## src/rtl/seg_disp_scan.sv

```systemverilog
// Multiplexed 7-segment scanner: handshaked shadow frame buffer committed at frame
// boundaries, blank-interval digit scanning, whole/masked flashing with a flash counter.
module seg_disp_scan #(
  parameter int DIGITS       = 5,
  parameter int SLOT_CYC     = 20000,
  parameter int BLANK_CYC    = 200,
  parameter int FLASH_FRAMES = 50,
  parameter bit SEG_ACT_LOW  = 1'b0,
  parameter bit DIG_ACT_LOW  = 1'b0
) (
  input  logic                  clk,
  input  logic                  reset,
  input  logic [8*DIGITS-1:0]   frame_data,
  input  logic [1:0]            frame_mode,
  input  logic [DIGITS-1:0]     blink_mask,
  input  logic                  frame_valid,
  output logic                  frame_ready,
  output logic [DIGITS-1:0]     dig_sel,
  output logic [7:0]            seg_out,
  output logic [2:0]            flash_cnt,
  output logic                  flash_pulse
);

  localparam int SLOT_W = (SLOT_CYC > 1) ? $clog2(SLOT_CYC) : 1;
  localparam int POS_W  = (DIGITS > 1) ? $clog2(DIGITS) : 1;
  localparam int FF_W   = (FLASH_FRAMES > 1) ? $clog2(FLASH_FRAMES) : 1;

  localparam logic [SLOT_W-1:0] SLOT_LAST = SLOT_W'(SLOT_CYC - 1);
  localparam logic [SLOT_W-1:0] BLANK_END = SLOT_W'(BLANK_CYC);
  localparam logic [POS_W-1:0]  POS_LAST  = POS_W'(DIGITS - 1);
  localparam logic [FF_W-1:0]   FF_LAST   = FF_W'(FLASH_FRAMES - 1);
  localparam logic [DIGITS-1:0] DIG_OFF   = {DIGITS{DIG_ACT_LOW}};
  localparam logic [7:0]        SEG_OFF   = {8{SEG_ACT_LOW}};

  typedef enum logic [1:0] {
    MODE_CONST = 2'd0,
    MODE_FLASH = 2'd1,
    MODE_MASK  = 2'd2,
    MODE_BLANK = 2'd3
  } mode_e;

  // Scan position: dig_pos counts up from 0, the displayed digit index counts down.
  logic [SLOT_W-1:0]   slot_cnt_q, slot_cnt_d;
  logic [POS_W-1:0]    dig_pos_q, dig_pos_d;

  logic [8*DIGITS-1:0] act_data_q, act_data_d;
  mode_e               act_mode_q, act_mode_d;
  logic [DIGITS-1:0]   act_mask_q, act_mask_d;

  logic [8*DIGITS-1:0] sh_data_q, sh_data_d;
  mode_e               sh_mode_q, sh_mode_d;
  logic [DIGITS-1:0]   sh_mask_q, sh_mask_d;
  logic                sh_full_q, sh_full_d;

  logic [FF_W-1:0]     ff_cnt_q, ff_cnt_d;
  logic                phase_on_q, phase_on_d;
  logic [2:0]          flash_cnt_q, flash_cnt_d;
  logic                flash_pulse_q, flash_pulse_d;

  logic [DIGITS-1:0]   dig_sel_q, dig_sel_d;
  logic [7:0]          seg_out_q, seg_out_d;

  logic [POS_W-1:0]    dig_idx;
  logic                slot_end;
  logic                frame_end;
  logic                accept;
  logic                commit;
  logic                flashing;
  logic [7:0]          cur_byte;
  logic                cur_mask;
  logic [DIGITS-1:0]   dig_onehot;
  logic                seg_blank;

  always_comb begin
    dig_idx   = POS_LAST - dig_pos_q;
    slot_end  = (slot_cnt_q == SLOT_LAST);
    frame_end = slot_end && (dig_pos_q == POS_LAST);
    accept    = frame_valid && !sh_full_q;
    commit    = frame_end && sh_full_q;
    flashing  = (act_mode_q == MODE_FLASH) || (act_mode_q == MODE_MASK);
  end

  always_comb begin
    slot_cnt_d = slot_end ? '0 : slot_cnt_q + SLOT_W'(1);
    dig_pos_d  = dig_pos_q;
    if (slot_end) begin
      dig_pos_d = (dig_pos_q == POS_LAST) ? '0 : dig_pos_q + POS_W'(1);
    end
  end

  // Shadow fills on handshake; active only changes at a frame boundary so no frame tears.
  always_comb begin
    sh_data_d  = sh_data_q;
    sh_mode_d  = sh_mode_q;
    sh_mask_d  = sh_mask_q;
    sh_full_d  = sh_full_q;
    act_data_d = act_data_q;
    act_mode_d = act_mode_q;
    act_mask_d = act_mask_q;
    if (accept) begin
      sh_data_d = frame_data;
      sh_mode_d = mode_e'(frame_mode);
      sh_mask_d = blink_mask;
      sh_full_d = 1'b1;
    end
    if (commit) begin
      act_data_d = sh_data_q;
      act_mode_d = sh_mode_q;
      act_mask_d = sh_mask_q;
      sh_full_d  = 1'b0;
    end
  end

  // A commit on the same boundary as a phase toggle restarts flashing in the ON phase.
  always_comb begin
    ff_cnt_d      = ff_cnt_q;
    phase_on_d    = phase_on_q;
    flash_cnt_d   = flash_cnt_q;
    flash_pulse_d = 1'b0;
    if (!flashing) begin
      ff_cnt_d = '0;
    end
    if (commit) begin
      ff_cnt_d    = '0;
      phase_on_d  = 1'b1;
      flash_cnt_d = 3'd0;
    end else if (frame_end && flashing) begin
      if (ff_cnt_q == FF_LAST) begin
        ff_cnt_d   = '0;
        phase_on_d = !phase_on_q;
        if (!phase_on_q) begin
          flash_pulse_d = 1'b1;
          if (flash_cnt_q != 3'd7) begin
            flash_cnt_d = flash_cnt_q + 3'd1;
          end
        end
      end else begin
        ff_cnt_d = ff_cnt_q + FF_W'(1);
      end
    end
  end

  always_comb begin
    cur_byte   = 8'h00;
    cur_mask   = 1'b0;
    dig_onehot = '0;
    for (int i = 0; i < DIGITS; i++) begin
      if (dig_idx == POS_W'(i)) begin
        cur_byte      = act_data_q[8*i +: 8];
        cur_mask      = act_mask_q[i];
        dig_onehot[i] = 1'b1;
      end
    end
    seg_blank = (act_mode_q == MODE_BLANK) ||
                (!phase_on_q && ((act_mode_q == MODE_FLASH) ||
                                 ((act_mode_q == MODE_MASK) && cur_mask)));
    // Polarity is folded in only here, right before the output registers.
    if (slot_cnt_q < BLANK_END) begin
      dig_sel_d = DIG_OFF;
      seg_out_d = SEG_OFF;
    end else begin
      dig_sel_d = dig_onehot ^ DIG_OFF;
      seg_out_d = (seg_blank ? 8'h00 : cur_byte) ^ SEG_OFF;
    end
  end

  always_ff @(posedge clk) begin
    if (!reset) begin
      slot_cnt_q    <= '0;
      dig_pos_q     <= '0;
      act_data_q    <= '0;
      act_mode_q    <= MODE_BLANK;
      act_mask_q    <= '0;
      sh_full_q     <= 1'b0;
      ff_cnt_q      <= '0;
      phase_on_q    <= 1'b1;
      flash_cnt_q   <= 3'd0;
      flash_pulse_q <= 1'b0;
      dig_sel_q     <= DIG_OFF;
      seg_out_q     <= SEG_OFF;
    end else begin
      slot_cnt_q    <= slot_cnt_d;
      dig_pos_q     <= dig_pos_d;
      act_data_q    <= act_data_d;
      act_mode_q    <= act_mode_d;
      act_mask_q    <= act_mask_d;
      sh_full_q     <= sh_full_d;
      ff_cnt_q      <= ff_cnt_d;
      phase_on_q    <= phase_on_d;
      flash_cnt_q   <= flash_cnt_d;
      flash_pulse_q <= flash_pulse_d;
      dig_sel_q     <= dig_sel_d;
      seg_out_q     <= seg_out_d;
    end
  end

  // Shadow contents are qualified by sh_full_q, so they need no reset.
  always_ff @(posedge clk) begin
    sh_data_q <= sh_data_d;
    sh_mode_q <= sh_mode_d;
    sh_mask_q <= sh_mask_d;
  end

  assign frame_ready = !sh_full_q;
  assign dig_sel     = dig_sel_q;
  assign seg_out     = seg_out_q;
  assign flash_cnt   = flash_cnt_q;
  assign flash_pulse = flash_pulse_q;

endmodule

```

## config.mk

```make
export PLATFORM = sky130hd
export DESIGN_NAME = seg_disp_scan
export DESIGN_NICKNAME = d
export VERILOG_FILES = /design/src/rtl/seg_disp_scan.sv
export SDC_FILE = /design/constraint.sdc
export NUM_CORES = 1
export LEC_CHECK = 0
export CORE_MARGIN = 4
export CORE_UTILIZATION = 30
export CTS_BUF_LIST = sky130_fd_sc_hd__clkbuf_8
export DETAILED_ROUTE_END_ITERATION = 10
export HOLD_SLACK_MARGIN = 0.15
export SKIP_CTS_REPAIR_TIMING = 1
export SLEW_MARGIN = 20
export SYNTH_ARGS = -nofsm -noshare
export SYNTH_HDL_FRONTEND = slang
export SYNTH_SLANG_ARGS = --single-unit
```

## constraint.sdc

```tcl
create_clock -name clk -period 4.4 [get_ports clk]
set_clock_uncertainty 0.1 [all_clocks]
set_input_delay 1.32 -clock clk [delete_from_list [all_inputs] [get_ports clk]]
set_output_delay 1.32 -clock clk [all_outputs]
set_load 0.02 [all_outputs]
```

==> results of run 1 <==
per-stage QoR:
| step | utilization | instances | setup slack (ps) |
|---|---|---|---|
| finish | 0.380 | 824 | 1500 |
| global route | 0.380 | 824 | 1310 |
| CTS | 0.380 | 824 | 1450 |
| detailed placement | 0.357 | 792 | 1160 |
| floorplan | - | 525 | 434 |
| global placement | 0.357 | 792 | 1160 |
where the power goes:
part	leakage [nW]	switching, mW	internal (mW)
Combinational	0.795	0.0320	0.0450
Sequential	1.17	0.0105	1.34
Clock	0.203	0.516	0.514
worst max-delay path, cell delays in order, from the launching register on:
cell	delay [ps]
sky130_fd_sc_hd__dfxtp_1	440
sky130_fd_sc_hd__inv_1	60
sky130_fd_sc_hd__clkdlybuf4s50_1	530
cell type report:
type | instances | area [um2]
fillers | 1716 | 10700
flip-flops and latches | 137 | 3210
multi-input cells | 337 | 1840
repair buffers | 73 | 716
well taps | 225 | 282
clock buffers | 17 | 234
clock inverters | 15 | 164
inverters | 20 | 75.1
per-layer routing:
| metal | up-vias | track usage |
|---|---|---|
| met4 | 0 | 0.0505 |
| met2 | 95 | 0.183 |
| met3 | 11 | 0.0355 |
| met5 | - | 0 |
| met1 | 1753 | 0.164 |
| li1 | 1915 | - |
final timing paths:
path / startpoint / to / depth (start not counted)
worst max-delay path: sh_full_q$_SDFFE_PP0P_ / frame_ready / 2
worst min-delay path: act_data_q[20]$_SDFFE_PN0P_ / act_data_q[20]$_SDFFE_PN0P_ / 2
worst max register to register: dig_pos_q[0]$_SDFFE_PN0P_ / seg_out[0]$_SDFF_PP0_ / 6
worst min register to register: act_data_q[20]$_SDFFE_PN0P_ / act_data_q[20]$_SDFFE_PN0P_ / 2
synthesized netlist by cell type, types with 2 or more instances:
cell and number:
sky130_fd_sc_hd__nor2_1 27, sky130_fd_sc_hd__xnor2_1 10, sky130_fd_sc_hd__nor4_1 2, sky130_fd_sc_hd__nor3_1 7
sky130_fd_sc_hd__o21ai_0 12, sky130_fd_sc_hd__nand4_1 4, sky130_fd_sc_hd__ha_1 15, sky130_fd_sc_hd__and4_1 2
sky130_fd_sc_hd__nand3_1 9, sky130_fd_sc_hd__clkbuf_1 29, sky130_fd_sc_hd__mux2i_1 3, sky130_fd_sc_hd__buf_2 2
sky130_fd_sc_hd__a221oi_1 9, sky130_fd_sc_hd__inv_1 19, sky130_fd_sc_hd__a21oi_1 72, sky130_fd_sc_hd__dfxtp_1 90
sky130_fd_sc_hd__a211oi_1 8, sky130_fd_sc_hd__edfxtp_1 47, sky130_fd_sc_hd__xor2_1 6, sky130_fd_sc_hd__or3_1 6
sky130_fd_sc_hd__nand2_1 118, sky130_fd_sc_hd__and2_1 5, sky130_fd_sc_hd__o211ai_1 2, sky130_fd_sc_hd__and3_1 5
sky130_fd_sc_hd__nor2b_1 2
state kept, by name (all words and copies together), names as in the netlist:
| signal | cells |
|---|---|
| phase_on_q | 1 |
| ff_cnt_q | 6 |
| slot_cnt_q | 15 |
| act_data_q | 40 |
| act_mask_q | 5 |
| sh_mask_q | 5 |
| flash_pulse | 1 |
| flash_cnt | 3 |
| act_mode_q | 2 |
| sh_mode_q | 2 |
| dig_sel | 5 |
| seg_out | 8 |
| sh_full_q | 1 |
| sh_data_q | 40 |
| dig_pos_q | 3 |
cells by family after synthesis:
family          after synthesis  synth area share
compound gates              107             0.116
xor+xnor                     16            0.0268
flops                       137             0.613
simple gates                196             0.166
mux                           3           0.00573
fa+ha+maj                    15            0.0358
buf+inv                      51            0.0370
placed cells by master, fill, tap and decap left out, types with 9 or more instances in the layout:
cell type | synthesis | final
sky130_fd_sc_hd__xnor2_1 | 10 | 10
sky130_fd_sc_hd__nor2_1 | 27 | 27
sky130_fd_sc_hd__a21oi_1 | 72 | 72
sky130_fd_sc_hd__dfxtp_1 | 90 | 90
sky130_fd_sc_hd__a221oi_1 | 9 | 9
sky130_fd_sc_hd__nand2_1 | 118 | 118
sky130_fd_sc_hd__nand3_1 | 9 | 9
sky130_fd_sc_hd__edfxtp_1 | 47 | 47
sky130_fd_sc_hd__o21ai_0 | 12 | 12
sky130_fd_sc_hd__inv_1 | 19 | 19
sky130_fd_sc_hd__clkbuf_8 | 0 | 17
sky130_fd_sc_hd__clkdlybuf4s50_1 | 0 | 67
sky130_fd_sc_hd__ha_1 | 15 | 15
==> impl_results.md, run 1 <==
* Clock-pin transition on the worst setup and hold timing paths at approximately 80 ps
* Total met3 wirelength after detailed routing at 505 um
* Number of levels the H-tree was split into at 4
* Post-route antenna net violation count at 0
* Cts bufs inserted at 17
* Total detailed-routing wirelength at 11500 um
* First drt pass iteration count at 4
* Antenna violations before repair at 0
* Total half-perimeter wirelength after legalization and detailed placement at 7970 um
* Fmax at 0.345 GHz
* GPL Wtd Cong at roughly 0.9
* Number of enable flip-flop cells after synthesis at 47
* Areal power density over the cells at 376 nW/um2
* CP max FO at 4
* Insertion delay of the later-clocked pin in the worst-skew pair at 460 ps
* Post-Syn Nets at 590
* Setup repair after global routing missed its margin: no
* Die Wd at 140 um
* Post-synthesis sequential element count at 137
* Number of diodes at 0
* Highest Signal Layer: met4
* Pin count of the biggest net entering global routing at 51
* Setup TNS at 0 ps
* Number of hold violations in the final report at 0
* Post-Synthesis Cells at 525
* Cell taking the most area after synthesis: sky130_fd_sc_hd__dfxtp_1
* Net count, final at 651
* Wire length of the first global-routing pass at 18800 um
* Type of element launching the critical path: flop
* Tot GR Track Use at 0.121
* Critical setup path kind: reg -> out
* Vertical extent of the die at 140 um
* Area of the die at 19600 um2
* Register-to-register setup slack at 1600 ps
* Synth Warn # at 0
* Layout-stage area growth over the synthesis result at 24.6%
* Clock tree from TritonCTS: built
* Synth top area cells: sky130_fd_sc_hd__dfxtp_1, sky130_fd_sc_hd__edfxtp_1, sky130_fd_sc_hd__nand2_1, sky130_fd_sc_hd__a21oi_1, sky130_fd_sc_hd__ha_1
* Total DRC errors in the routed layout at 0
* Maximum VDD drop at 0.180 mV
* Vias in the first global route at 3768
* Wire length per cell at ~14 um
* Proportion of layout cells with a drive suffix above 1 at 0.0701
* Worst relative slew slack at 0.308
* Critical path capture point type: output port
* Cell area after placement at about 6000 um2
* Run status: finished, final reports clean
* Detail-routed via count per cell at about 4.6
* Summed area of non-filler cells in the final layout at 6530 um2
* Met2 wirelength from detailed routing at 5120 um
* Share of the clock period used by the worst path at 0.660
* Count of endpoints failing setup in the final report at 0
* Max Cap Violations at 0
* Detailed Route Iter0 Violations at approximately 270
* Post-synthesis instance area at 5240 um2
* Core area at 17200 um2
* Longest Clk Path Bufs at 2
* Number of rows in the core area at 48
* Clock Sink Count at around 140
* Count of cell types in the netlist at 39
* Share of Yosys cell area claimed by the top area cell type at 0.344
* Data arrival time of the worst path at 1480 ps
* Sequential share of the synthesized area at 0.613
* Buffers on Ports at 67
* Slew Limit Fails at 0
* Vias at roughly 3800
* Mean instance size in the synthesized netlist at 9.98 um2
* Effective utilization at floorplan at 0.305
* Buffer type at the clock tree root: sky130_fd_sc_hd__clkbuf_8
* Required @ worst endpoint at between 2000 and 3000 ps
* Overall overflow remaining after global route at 0
* Least-Margin Pin Slew at ~1000 ps
* Most used flip-flop cell after synthesis: sky130_fd_sc_hd__dfxtp_1
* Leakage power at 2.17 nW
* Total Power at 2.46 mW
* Hold crit path type: reg -> reg
* Metal-1 WL at 5690 um
* Min cycle time layout at 2900 ps
* Worst hold-check slack at between 300 and 400 ps
* Async S/R FF share, synth at 0
* Boundary pin count at about 70
Power figures use the tool's default switching activity.
==> run 2, diff against run 1 <==
==> constraint.sdc (replaced) <==
create_clock -name clk -period 3.05 [get_ports clk]
set_clock_uncertainty 0.1 [all_clocks]
set_input_delay 0.915 -clock clk [delete_from_list [all_inputs] [get_ports clk]]
set_output_delay 0.915 -clock clk [all_outputs]
set_load 0.02 [all_outputs]
==> impl_results.md, run 2 (synthesis results as in run 1) <==
* Total detailed-routing wirelength at 11700 um (+1.4%)
* Clock-pin transition on the worst setup and hold timing paths at 80 ps (about the same)
* CP top delay family: compound AO/OA/AOI/OAI gates
* Buffer type at the clock tree root: sky130_fd_sc_hd__clkbuf_8
* Setup repair after global routing missed its margin: no
* Reg2reg path depth at 7 (+1)
* Maximum VDD drop at 0.279 mV (+55%)
* Min cycle time layout at 2590 ps
* R2R Path End: seg_out[7]$_SDFF_PP0_
* Final Non-Filler Cells at 829 (+0.61%)
* Internal power summed over all cells at 2.81 mW (+48%)
* Overall overflow remaining after global route at 0 (unchanged)
* Number of levels the H-tree was split into at 4 (unchanged)
* Number of hold violations in the final report at 0 (unchanged)
* Final worst setup slack at 460 ps (-1040 ps)
* Die Wd at 140 um (unchanged)
* Longest Clk Path Bufs at 2 (unchanged)
* CP startpoint: dig_pos_q[0]$_SDFFE_PN0P_
* Wire length per cell at 14.1 um (+0.83%)
* Data arrival time of the worst path at 2770 ps (+1290 ps)
* Clock Sink Count at 137 (unchanged)
* Crit path max-delay cell type: sky130_fd_sc_hd__o311ai_1
* Leakage power at 2.20 nW (+1.2%)
* Path length in cells of the critical path at 7 (+5)
* Register-to-register setup slack at 460 ps (-1140 ps)
* Cell area after placement at 6170 um2 (+0.61%)
* Most frequent standard cell in the layout excluding fill and tap cells: sky130_fd_sc_hd__nand2_1
* Pre-CTS setup slack at 445 ps (-710 ps)
* Sequential share of power at 0.542 (-0.007)
* Total half-perimeter wirelength after legalization and detailed placement at 8420 um (+5.7%)
* Clock tree from TritonCTS: built
* Commonest cells after routing, fill and taps aside: sky130_fd_sc_hd__nand2_1, sky130_fd_sc_hd__dfxtp_1, sky130_fd_sc_hd__a21oi_1, sky130_fd_sc_hd__clkdlybuf4s50_1, sky130_fd_sc_hd__edfxtp_1
* Layout-stage area growth over the synthesis result at 25.6%
* Detailed Route Iter0 Violations at 200 (-26%)
* Sum of buffers and inverters on the critical path at 1 (-1)
* Critical path capture point type: flop
* Number of diodes at 0 (unchanged)
* Boundary pin count at 68 (unchanged)
* Antenna violations before repair at 0 (unchanged)
* Areal power density over the cells at 546 nW/um2 (+45%)
* Pin count of the biggest net entering global routing at 38 (-25%)
* Post-route antenna net violation count at 0 (unchanged)
* Largest registers ranked by flip-flop count: act_data_q (40), sh_data_q (40), slot_cnt_q (15)
* Vertical extent of the die at 140 um (unchanged)
* Insertion delay of the later-clocked pin in the worst-skew pair at 450 ps (about the same)
* Least-Margin Pin Slew at 991 ps (-31.4 ps)
* Setup TNS at 0 ps (unchanged)
* Worst hold-check slack at 354 ps (-1.74 ps)
* Wire length of the first global-routing pass at 19600 um (+4.3%)
* Switching power total at 0.782 mW (+40%)
* Proportion of total power due to net switching at 0.218 (-0.00957)
* Hold crit path type: reg -> reg
* Proportion of layout cells with a drive suffix above 1 at 0.0728 (+0.00273)
* Type of element launching the critical path: flop
* Net count, final at 656 (+0.77%)
* Buffers on Ports at 67 (unchanged)
* Total DRC errors in the routed layout at 0 (unchanged)
* Number of rows in the core area at 48 (unchanged)
* Required @ worst endpoint at 3230 ps (+250 ps)
* Count of endpoints failing setup in the final report at 0 (unchanged)
* Cts bufs inserted at 17 (unchanged)
* Max Cap Violations at 0 (unchanged)
* CP max stage delay at 840 ps (+310 ps)
* Run status: finished, final reports clean
* CP max FO at 19 (+15)
* Share of the clock period used by the worst path at 0.849
* Summed area of non-filler cells in the final layout at 6580 um2 (+0.79%)
* GPL Wtd Cong at 0.824 (-6.6%)
* Combinational Power Share at 0.031 (about the same)
* Slew Limit Fails at 0 (unchanged)
* Fmax at just under 0.4 GHz
* Fraction of power consumed by the clock network at 0.427 (+0.008)
* Total placed cells including tap cells at 797 (+0.63%)
* Area of the die at 19600 um2 (unchanged)
* Tot GR Track Use at 0.124 (+0.00266)
* Core area at 17200 um2 (unchanged)
* Reg-to-Reg Start: dig_pos_q[0]$_SDFFE_PN0P_
* Vias in the first global route at 3954 (+4.9%)
* First drt pass iteration count at 4 (unchanged)
* Worst Setup EP: seg_out[7]$_SDFF_PP0_
* Worst relative slew slack at 0.329 (+0.0213)
* Crit path cell chain: inv_1 -> ha_1 -> a21oi_1 -> o21ai_0 -> a221oi_1 -> o311ai_1 -> a211oi_1
* Effective utilization at floorplan at 0.305 (unchanged)
* Detail-routed via count per cell at 4.62 (+0.95%)
* Critical setup path kind: reg -> reg
* Vias at 3833 (+1.6%)
[run 2: power by group through the flow]
stage          clock network, mW  registers, mW  logic (mW)
5_1_grt                     1.65           1.95       0.122
2_1_floorplan                  0           1.98      0.0312
3_5_place_dp                   0           1.99       0.114
4_1_cts                     1.58           1.95       0.114
3_3_place_gp                   0           1.99       0.113
6_report                    1.53           1.95       0.111
[run 2: metrics by stage]
step	power, mW	utilization
floorplan	2.02	-
global route	3.73	0.383
global placement	2.10	0.359
detailed placement	2.10	0.359
CTS	3.64	0.383
finish	3.59	0.383
[run 2: how the worst min path moves through the flow]
stage                                             to  slack [ps]                       start  cells past startpoint
after detailed placement  act_data_q[5]$_SDFFE_PN0P_         350  act_data_q[5]$_SDFFE_PN0P_                      2
final                     act_data_q[5]$_SDFFE_PN0P_         350  act_data_q[5]$_SDFFE_PN0P_                      2
after floorplan           act_mask_q[4]$_SDFFE_PN0P_         330  act_mask_q[4]$_SDFFE_PN0P_                      2
after global routing      act_data_q[5]$_SDFFE_PN0P_         370  act_data_q[5]$_SDFFE_PN0P_                      2
after global placement    act_data_q[5]$_SDFFE_PN0P_         340  act_data_q[5]$_SDFFE_PN0P_                      2
after CTS                 act_data_q[5]$_SDFFE_PN0P_         360  act_data_q[5]$_SDFFE_PN0P_                      2
[run 2: worst register-to-register path, cell delays in order (launching register included)]
cell                       delay [ps]
sky130_fd_sc_hd__dfxtp_1          370
sky130_fd_sc_hd__inv_1            120
sky130_fd_sc_hd__ha_1             580
sky130_fd_sc_hd__a21oi_1           80
sky130_fd_sc_hd__o21ai_0          110
sky130_fd_sc_hd__a221oi_1         110
sky130_fd_sc_hd__o311ai_1         840
sky130_fd_sc_hd__a211oi_1         120
[run 2: layer usage]
metal | global-route usage | vias to the layer above | share of wire
li1 | - | 1933 | -
met3 | 0.0362 | 11 | 0.046
met2 | 0.197 | 89 | 0.46
met5 | 0 | - | 0
met1 | 0.163 | 1800 | 0.48
met4 | 0.0413 | 0 | 0.012
[run 2: layout make-up]
cell class / instances / area [um2]
Inverter: 20 / 75.1
Fill cell: 1727 / 10600
Clock buffer: 17 / 234
Tap cell: 225 / 282
Timing Repair Buffer: 78 / 753
Multi-Input combinational cell: 337 / 1840
Sequential cell: 137 / 3210
Clock inverter: 15 / 178
==> run 3, diff against run 2 <==
==> constraint.sdc (replaced) <==
create_clock -name clk -period 2.2 [get_ports clk]
set_clock_uncertainty 0.1 [all_clocks]
set_input_delay 0.66 -clock clk [delete_from_list [all_inputs] [get_ports clk]]
set_output_delay 0.66 -clock clk [all_outputs]
set_load 0.02 [all_outputs]
==> impl_results.md, run 3 (synthesis results as in run 1) <==
* Run status: finished, final reports clean
* Worst Setup EP: flash_pulse
* CP max stage delay at 590 ps (-250 ps)
* Maximum VDD drop at 0.345 mV (+24%)
* Commonest cells after routing, fill and taps aside: sky130_fd_sc_hd__nand2_1, sky130_fd_sc_hd__dfxtp_1, sky130_fd_sc_hd__a21oi_1, sky130_fd_sc_hd__clkdlybuf4s50_1, sky130_fd_sc_hd__edfxtp_1
* Crit path max-delay cell type: sky130_fd_sc_hd__clkdlybuf4s50_1
* Least-Margin Pin Slew at 633 ps (-358 ps)
* Switching power total at 1.08 mW (+39%)
* Buffers on Ports at 67 (unchanged)
* Number of diodes at 0 (unchanged)
* Core area at 17200 um2 (unchanged)
* Critical path capture point type: output port
* Wire length per cell at 13.8 um (-2.2%)
* Number of hold violations in the final report at 0 (unchanged)
* Number of rows in the core area at 48 (unchanged)
* Proportion of layout cells with a drive suffix above 1 at 0.105 (+0.0325)
* First drt pass iteration count at 4 (unchanged)
* Share of the clock period used by the worst path at 0.959
* Sequential share of power at 0.538 (-0.004)
* Clock tree from TritonCTS: built
* Detailed Route Iter0 Violations at 210 (+5.0%)
* Area of the die at 19600 um2 (unchanged)
* Hold crit path type: reg -> reg
* Internal power summed over all cells at 3.93 mW (+40%)
* Max Cap Violations at 0 (unchanged)
* Worst relative slew slack at 0.574 (+0.245)
* CP startpoint: flash_pulse$_SDFF_PP0_
* Crit path cell chain: clkdlybuf4s50_1
* Effective utilization at floorplan at 0.305 (unchanged)
* GPL Wtd Cong at 0.797 (-3.3%)
* Boundary pin count at 68 (unchanged)
* Total DRC errors in the routed layout at 0 (unchanged)
* Pin count of the biggest net entering global routing at 50 (+32%)
* Register-to-register setup slack at 130 ps (-330 ps)
* Antenna violations before repair at 0 (unchanged)
* Path length in cells of the critical path at 1 (-6)
* CP max FO at 1 (-18)
* Detail-routed via count per cell at 4.65 (+0.59%)
* Total placed cells including tap cells at 808 (+1.4%)
* Overall overflow remaining after global route at 0 (unchanged)
* Die Wd at 140 um (unchanged)
* Count of endpoints failing setup in the final report at 0 (unchanged)
* Buffer type at the clock tree root: sky130_fd_sc_hd__clkbuf_8
* Min cycle time layout at between 2000 and 2500 ps
* Cts bufs inserted at 17 (unchanged)
* Proportion of total power due to net switching at 0.216 (-0.00176)
* R2R Path End: dig_pos_q[2]$_SDFFE_PN0P_
* Number of levels the H-tree was split into at 4 (unchanged)
* Net count, final at 669 (+2.0%)
* Final Non-Filler Cells at 842 (+1.6%)
* Longest Clk Path Bufs at 2 (unchanged)
* Combinational Power Share at 0.033 (+0.002)
* Vias at 3916 (+2.2%)
* Slew Limit Fails at 0 (unchanged)
* Data arrival time of the worst path at 1350 ps (-1420 ps)
* Vertical extent of the die at 140 um (unchanged)
* Layout-stage area growth over the synthesis result at 29.7%
* Most frequent standard cell in the layout excluding fill and tap cells: sky130_fd_sc_hd__nand2_1
* Worst hold-check slack at 354 ps (+0.722 ps)
* Total half-perimeter wirelength after legalization and detailed placement at 8310 um (-1.4%)
* Vias in the first global route at 3946 (-0.20%)
* Insertion delay of the later-clocked pin in the worst-skew pair at 450 ps (about the same)
* Fraction of power consumed by the clock network at 0.430 (+0.003)
* Tot GR Track Use at 0.122 (-0.00237)
* Clock-pin transition on the worst setup and hold timing paths at 80 ps (about the same)
* Critical setup path kind: reg -> out
* Reg2reg path depth at 6 (-1)
* Sum of buffers and inverters on the critical path at 1 (unchanged)
* Type of element launching the critical path: flop
* Setup repair after global routing missed its margin: no
* Wire length of the first global-routing pass at 19000 um (-2.9%)
* Total detailed-routing wirelength at 11600 um (-0.63%)
* Leakage power at 2.57 nW (+17%)
* Areal power density over the cells at 738 nW/um2 (+35%)
* Post-route antenna net violation count at 0 (unchanged)
* Required @ worst endpoint at 1440 ps (-1790 ps)
* CP top delay family: buffers and inverters
* Largest registers ranked by flip-flop count: act_data_q (40), sh_data_q (40), slot_cnt_q (15)
* Clock Sink Count at 137 (unchanged)
* Reg-to-Reg Start: slot_cnt_q[0]$_SDFF_PP0_
* Fmax at 0.474 GHz
==> run 3: metrics by stage <==
step / total power, mW / TNS [ps] / worst slack [ps] / area (um2) / utilization
floorplan: 2.79 / 0 / 170 / 5250 / -
global placement: 2.92 / 0 / 13.9 / 6310 / 0.367
detailed placement: 2.92 / -58.7 / -24.4 / 6310 / 0.367
CTS: 5.07 / -301 / -113 / 6730 / 0.392
global route: 5.20 / 0 / 20.9 / 6800 / 0.396
finish: 5.02 / 0 / 91.3 / 6800 / 0.396
==> run 3: per-layer routing <==
layer,track usage,share of wire
met5,0,0
met4,0.0454,0.014
met1,0.157,0.47
met2,0.191,0.47
met3,0.0393,0.046
==> run 3: layout make-up <==
type / count / area, um2
Inverter: 20 / 75.1
Clock inverter: 14 / 171
Fill cell: 1720 / 10400
Sequential cell: 137 / 3210
Multi-Input combinational cell: 337 / 1860
Clock buffer: 18 / 248
Tap cell: 225 / 282
Timing Repair Buffer: 91 / 941
==> run 3: power by group through the flow <==
| stage | combinational (mW) | sequential, mW | clock (mW) |
|---|---|---|---|
| floorplan | 0.0442 | 2.75 | 0 |
| global placement | 0.166 | 2.76 | 0 |
| detailed placement | 0.168 | 2.76 | 0 |
| CTS | 0.169 | 2.70 | 2.21 |
| global route | 0.178 | 2.70 | 2.32 |
| finish | 0.164 | 2.70 | 2.16 |
==> run 3: worst min-delay path by stage <==
stage	startpoint	endpoint	slack (ps)	depth (start not counted)
6_report	act_data_q[16]$_SDFFE_PN0P_	act_data_q[16]$_SDFFE_PN0P_	350	2
3_5_place_dp	act_data_q[22]$_SDFFE_PN0P_	act_data_q[22]$_SDFFE_PN0P_	350	2
4_1_cts	act_data_q[22]$_SDFFE_PN0P_	act_data_q[22]$_SDFFE_PN0P_	360	2
2_1_floorplan	act_mask_q[4]$_SDFFE_PN0P_	act_mask_q[4]$_SDFFE_PN0P_	330	2
5_1_grt	act_data_q[9]$_SDFFE_PN0P_	act_data_q[9]$_SDFFE_PN0P_	380	2
3_3_place_gp	act_data_q[11]$_SDFFE_PN0P_	act_data_q[11]$_SDFFE_PN0P_	340	2
